**config.mk**
```make
export PLATFORM = sky130hd
export DESIGN_NAME = morse_tx
export DESIGN_NICKNAME = d
export VERILOG_FILES = /design/src/rtl/morse_tx.sv
export SDC_FILE = /design/constraint.sdc
export NUM_CORES = 1
export LEC_CHECK = 0
export CELL_PAD_IN_SITES_DETAIL_PLACEMENT = 1
export CELL_PAD_IN_SITES_GLOBAL_PLACEMENT = 2
export CORE_UTILIZATION = 42
export CTS_CLUSTER_DIAMETER = 120
export CTS_CLUSTER_SIZE = 28
export DETAILED_ROUTE_END_ITERATION = 8
export PLACE_DENSITY = 0.83
export SLEW_MARGIN = 20
export SYNTH_ARGS = -nofsm -noshare
export SYNTH_HDL_FRONTEND = slang
export SYNTH_SLANG_ARGS = --single-unit
export TNS_END_PERCENT = 5
```
**constraint.sdc**
```tcl
create_clock -name clock -period 6.95 [get_ports clock]
set_clock_uncertainty 0.2 [all_clocks]
set_input_delay 0.695 -clock clock [delete_from_list [all_inputs] [get_ports clock]]
set_output_delay 0.695 -clock clock [all_outputs]
set_load 0.01 [all_outputs]
```
**src/rtl/morse_tx.sv**
```systemverilog
// morse_tx: parametrised Morse letter transmitter with start/busy/done handshake.
// Optional build macro MORSE_TX_REPEAT_EN adds the repeat_en input ("repeat" is a
// reserved word in SystemVerilog), which replays the latched letter after each gap.
module morse_tx #(
   parameter int PATTERN_W = 16,
   parameter int LEN_W     = 5,
   parameter int SEL_W     = 3,
   parameter int TICK_DIV  = 25000000,
   parameter int GAP_UNITS = 3
) (
   input  logic             clock,
   input  logic             reset,
   input  logic             start,
   input  logic [SEL_W-1:0] letter,
`ifdef MORSE_TX_REPEAT_EN
   input  logic             repeat_en,
`endif
   output logic             busy,
   output logic             done,
   output logic             out
);

   localparam int unsigned DIV_W = (TICK_DIV > 1) ? $clog2(TICK_DIV) : 1;
   localparam logic [DIV_W-1:0] DIV_MAX = DIV_W'(TICK_DIV - 1);
   localparam logic [LEN_W-1:0] GAP_L   = LEN_W'(GAP_UNITS);

   // LOAD separates acceptance from the first unit so busy/out start one cycle later.
   typedef enum logic [1:0] {IDLE, LOAD, SHIFT, GAP} state_t;

   state_t               state, state_nx;
   logic [PATTERN_W-1:0] shift_q, shift_nx;
   logic [LEN_W-1:0]     unit_q, unit_nx;
   logic [DIV_W-1:0]     div_q, div_nx;
   logic                 done_q, done_nx;
   logic                 tick;
`ifdef MORSE_TX_REPEAT_EN
   logic [SEL_W-1:0]     sel_q, sel_nx;
`endif

   // Raw table entry, pattern right-aligned in the low len bits.
   function automatic logic [31:0] raw_bits(input logic [SEL_W-1:0] code);
      case (32'(code))
         0:       return 32'b10101;
         1:       return 32'b111;
         2:       return 32'b1010111;
         3:       return 32'b101010111;
         4:       return 32'b101110111;
         5:       return 32'b11101010111;
         6:       return 32'b1110101110111;
         7:       return 32'b11101110101;
         default: return 32'b0;
      endcase
   endfunction

   function automatic int unsigned raw_len(input logic [SEL_W-1:0] code);
      case (32'(code))
         0:       return 5;
         1:       return 3;
         2:       return 7;
         3, 4:    return 9;
         5, 7:    return 11;
         6:       return 13;
         default: return 0;
      endcase
   endfunction

   // MSB-align the pattern; overlong entries keep only their first PATTERN_W units.
   function automatic logic [PATTERN_W-1:0] align(input logic [SEL_W-1:0] code);
      int unsigned len;
      len = raw_len(code);
      if (len > PATTERN_W) return PATTERN_W'(raw_bits(code) >> (len - PATTERN_W));
      else                 return PATTERN_W'(raw_bits(code)) << (PATTERN_W - len);
   endfunction

   function automatic logic [LEN_W-1:0] eff_len(input logic [SEL_W-1:0] code);
      int unsigned len;
      len = raw_len(code);
      return LEN_W'((len > PATTERN_W) ? PATTERN_W : len);
   endfunction

   assign tick = (div_q == '0);

   // State and datapath registers, cleared asynchronously.
   always_ff @(posedge clock or posedge reset) begin
      if (reset) begin
         state   <= IDLE;
         shift_q <= '0;
         unit_q  <= '0;
         div_q   <= '0;
         done_q  <= 1'b0;
`ifdef MORSE_TX_REPEAT_EN
         sel_q   <= '0;
`endif
      end else begin
         state   <= state_nx;
         shift_q <= shift_nx;
         unit_q  <= unit_nx;
         div_q   <= div_nx;
         done_q  <= done_nx;
`ifdef MORSE_TX_REPEAT_EN
         sel_q   <= sel_nx;
`endif
      end
   end

   // Next-state, divider, shifter and unit counter logic.
   always_comb begin
      state_nx = state;
      shift_nx = shift_q;
      unit_nx  = unit_q;
      div_nx   = div_q;
      done_nx  = 1'b0;
`ifdef MORSE_TX_REPEAT_EN
      sel_nx   = sel_q;
`endif
      case (state)
         IDLE: begin
            if (start) begin
               shift_nx = align(letter);
               unit_nx  = eff_len(letter);
               div_nx   = DIV_MAX;
               state_nx = LOAD;
`ifdef MORSE_TX_REPEAT_EN
               sel_nx   = letter;
`endif
            end
         end
         LOAD: begin
            if (unit_q == '0) begin
               unit_nx  = GAP_L;
               state_nx = GAP;
            end else begin
               state_nx = SHIFT;
            end
         end
         SHIFT: begin
            div_nx = tick ? DIV_MAX : div_q - 1'b1;
            if (tick) begin
               shift_nx = shift_q << 1;
               unit_nx  = unit_q - 1'b1;
               if (unit_q == LEN_W'(1)) begin
                  unit_nx  = GAP_L;
                  state_nx = GAP;
               end
            end
         end
         GAP: begin
            div_nx = tick ? DIV_MAX : div_q - 1'b1;
            if (tick) begin
               unit_nx = unit_q - 1'b1;
               if (unit_q == LEN_W'(1)) begin
                  done_nx  = 1'b1;
                  state_nx = IDLE;
`ifdef MORSE_TX_REPEAT_EN
                  if (repeat_en) begin
                     shift_nx = align(sel_q);
                     unit_nx  = eff_len(sel_q);
                     state_nx = SHIFT;
                     if (eff_len(sel_q) == '0) begin
                        unit_nx  = GAP_L;
                        state_nx = GAP;
                     end
                  end
`endif
               end
            end
         end
         default: state_nx = IDLE;
      endcase
   end

   assign out  = (state == SHIFT) && shift_q[PATTERN_W-1];
   assign busy = (state == SHIFT) || (state == GAP);
   assign done = done_q;

endmodule
```
==> results by group <==
Global routing
  • Met3 Use GR: 3.770%
  • Global-route usage over all layers: 22.83%
  • Largest net degree at the start of global routing: 49
  • Met2 Usage GRT: 36.15%
  • Vias in the first global route: approximately 2700
  • Routing usage on met1: roughly 32%
  • Initial antenna violation count: 0
  • Grt total ovfl: 0
  • First-pass GRT wire length: approximately 14000 um
  • Most used routing layer: met2

Timing
  • Min Tclk post-route: between 3 and 4 ns
  • Fmax: just over 300 MHz
  • Worst Tran Pin Value: around 0.86 ns
  • Final setup violation count: 0
  • RSZ-0062 raised after global routing: no
  • Final hold viol count: 0
  • Hold WS: 0.3305 ns
  • Rel. slew slack: 42.91%
  • Setup TNS: 0 ns
  • Max-slew violation count: 0
  • Final worst slack: between 3 and 4 ns
  • Crit share post-route: 47.14%

Cells and area
  • Register Area: between 1000 and 1500 um^2
  • Nets: 370
  • Area grow syn2layout: 6.747%
  • Fillers: 825
  • Share of layout cells above drive strength 1: approximately 5.4%
  • ANT cells: 0
  • Area of the multi-input gates: about 1700 um^2
  • Non-Filler Instances: 447

Setup path
  • WP data required: roughly 7.0 ns
  • WS Path Type: in2reg
  • CP Max Fanout: 18
  • Startpoint types: input port
  • Crit path DAT: between 3 and 4 ns
  • Critical Path Sink Type: flop

Place
  • Global placement routability congestion: 0.7886
  • Placed insts: 440
  • HPWL after DPL: around 5700 um
  • I/O Buffers: 8
  • Pre-CTS setup slack: around 3.4 ns

Route
  • Post-DRT Antenna Nets: 0
  • Final WL: about 8000 um
  • WL/cell: ~18 um
  • DR iter-0 viols: roughly 120
  • DRC: 0
  • Total number of vias: about 2700
  • Pre-Repair DR Iteration Count: 4
  • Detail-routed via count per cell: around 5.9

Power
  • Power per Cell Area: around 140 nW/um^2
  • Max IR drop VDD: between 0.06 and 0.07 mV
  • Leakage: ~0.0012 uW

Clocking
  • Post_cts resized: 0
  • Clk Latency, worst-skew pair: 0.30 ns
  • Post-CTS Repair Setup Buffers: 0
  • Cts bufs inserted: 5
  • Clk slew on worst S/H paths: roughly 0.09 ns
  • Root Buffer: clkbuf_8
  • H-Tree Level Count: 2
  • Post-cts hold buffer count: 0
  • CTS sink count: between 40 and 50
  • Clock tree buffer depth: 2
  • TritonCTS clock tree: built

Die
  • Die area: 7720 um^2
  • Die Y: between 80 and 90 um
  • Initial Util: 44.59%
  • Die extent in x: a little under 90 um
  • Number of I/O pins: 9
  • Area of the core: around 7000 um^2
  • Row cnt: 30

Synthesis
  • Syn Area/Cell: 8.773 um^2
  • Syn Nets: 372
  • Syn Inst Count: between 300 and 400
  • Asr flop ratio synth: 100.0%
  • Mapped Area: 3097 um^2
  • Post-synth top area cell: dfrtp_1
  • Synth Flop Type: dfrtp_1
  • Register bit count reported by yosys: 48
  • Top-area cell type share of the netlist area: 38.79%
  • Synth warnings: 0
  • Yosys cell types: just under 60
  • Sequential share of the synthesized area: roughly two fifths
  • EDFF count, synth: 0
  • Area contributors post-synth: dfrtp_1 (39%), ha_1 (5.3%), nand2_1 (3.9%)

Flow run
  • Max Cap Viol: 0

Min path
  • Worst hold path class: reg2reg

Status
  • Status: finished clean
==> layout make-up <==
type | count | share of cell area (%)
clock inverter | 2 | 0.3785
tap | 96 | 3.634
timing repair buffer | 10 | 2.877
clock buffer | 5 | 2.082
inverter | 23 | 2.650
sequential | 48 | 36.34
multi-input combinational | 263 | 52.04
==> path summary, 6_finish.rpt <==
check / startpoint / end / slack (ns) / cells past startpoint
worst min-delay path: div_q[0] / div_q[0] / 0.33 / 1
worst max register to register: div_q[2] / div_q[10] / 3.81 / 5
worst max-delay path: letter[0] / shift_q[12] / 3.67 / 8
worst min register to register: div_q[0] / div_q[0] / 0.33 / 1
min in group asynchronous: reset / div_q[22] / 0.66 / 2
max in group asynchronous: reset / state[0] / 5.39 / 2
==> logic make-up after synthesis <==
| group | count (synthesis) | synth area share, % |
|---|---|---|
| and+or+nand+nor | 140 | 23.88 |
| buffers and inverters | 42 | 5.657 |
| DFF | 48 | 38.79 |
| AOI/OAI and AO/OA | 91 | 20.77 |
| xor gates and xnor gates | 15 | 4.243 |
| adders and majority gates | 13 | 5.253 |
| muxes | 4 | 1.414 |
==> flip-flops by register name, indices dropped and copies added, names as in the netlist <==
register  flops
done          1
state         2
unit_q        5
div_q        25
shift_q      15
==> power breakdown <==
| group | leakage (uW) | total, uW | switching (uW) | internal, uW |
|---|---|---|---|---|
| combinational | 0.000674 | 30.0 | 20.1 | 9.93 |
| clock | 0.0000400 | 164 | 95.2 | 68.3 |
| sequential | 0.000514 | 280 | 0.376 | 280 |
==> per-stage QoR <==
stage	total power (uW)	utilization, %	area [um^2]
finish	473.4	47.60	3306
floorplan	305.7	-	3097
detailed placement	315.6	46.41	3223
global placement	315.5	46.41	3223
CTS	479.0	47.59	3304
global route	494.4	47.60	3306
==> synth_stat cells (all sizes together), types with 2 or more instances <==
library cell / number
nand4: 5
a221oi: 2
o211ai: 3
or4: 9
o21ai: 21
a2bb2oi: 6
a21oi: 14
buf: 6
a31oi: 5
a21boi: 2
nand2b: 10
mux2: 3
o21a: 4
xnor2: 7
a311oi: 8
nor4b: 5
nand2: 32
and2: 3
nor3: 13
o32ai: 3
nor2: 28
o22ai: 3
a211o: 2
nand3: 13
and3: 2
o31ai: 6
nand3b: 2
xor2: 8
dfrtp: 48
clkbuf: 13
ha: 13
inv: 23
or3: 3
nor4: 6
nor2b: 5
==> critical path, stage by stage <==
cell and delay (ns):
clkdlybuf4s50_1 0.84, inv_1 0.22, ha_1 0.46, or4_1 0.55
a21oi_1 0.15, a311oi_1 0.07, a31oi_1 0.18, o22a_1 0.15
==> layout by cell type, fill, tap and decap left out, types with 3 or more instances in the layout <==
master,netlist,final
dfrtp_1,48,48
nand2_1,32,32
nor2_1,28,28
inv_1,23,22
o21ai_0,20,20
nor3_1,13,13
a21oi_1,13,13
nand3_1,13,13
ha_1,13,13
nand2b_1,10,10
a311oi_1,8,8
xor2_1,8,8
clkdlybuf4s50_1,0,8
or4_1,7,7
xnor2_1,7,7
a2bb2oi_1,6,6
o31ai_1,6,6
nor4_1,6,6
a31oi_1,5,5
nor2b_1,5,5
nand4_1,5,5
clkbuf_8,0,5
nor4b_1,4,4
o21a_1,4,4
and2_1,3,3
or3_1,3,3
mux2_2,3,3
o22ai_1,3,3
o211ai_1,3,3
o32ai_1,3,3
==> metal layers <==
layer	vias to the layer above	share of wire (%)	wire, um
met2	34	47	3688
li1	1281	-	-
met3	12	2.6	209
met5	-	0	0
met1	1327	49	3886
met4	0	1.6	128
No activity file was read; power rests on OpenSTA's default activity.
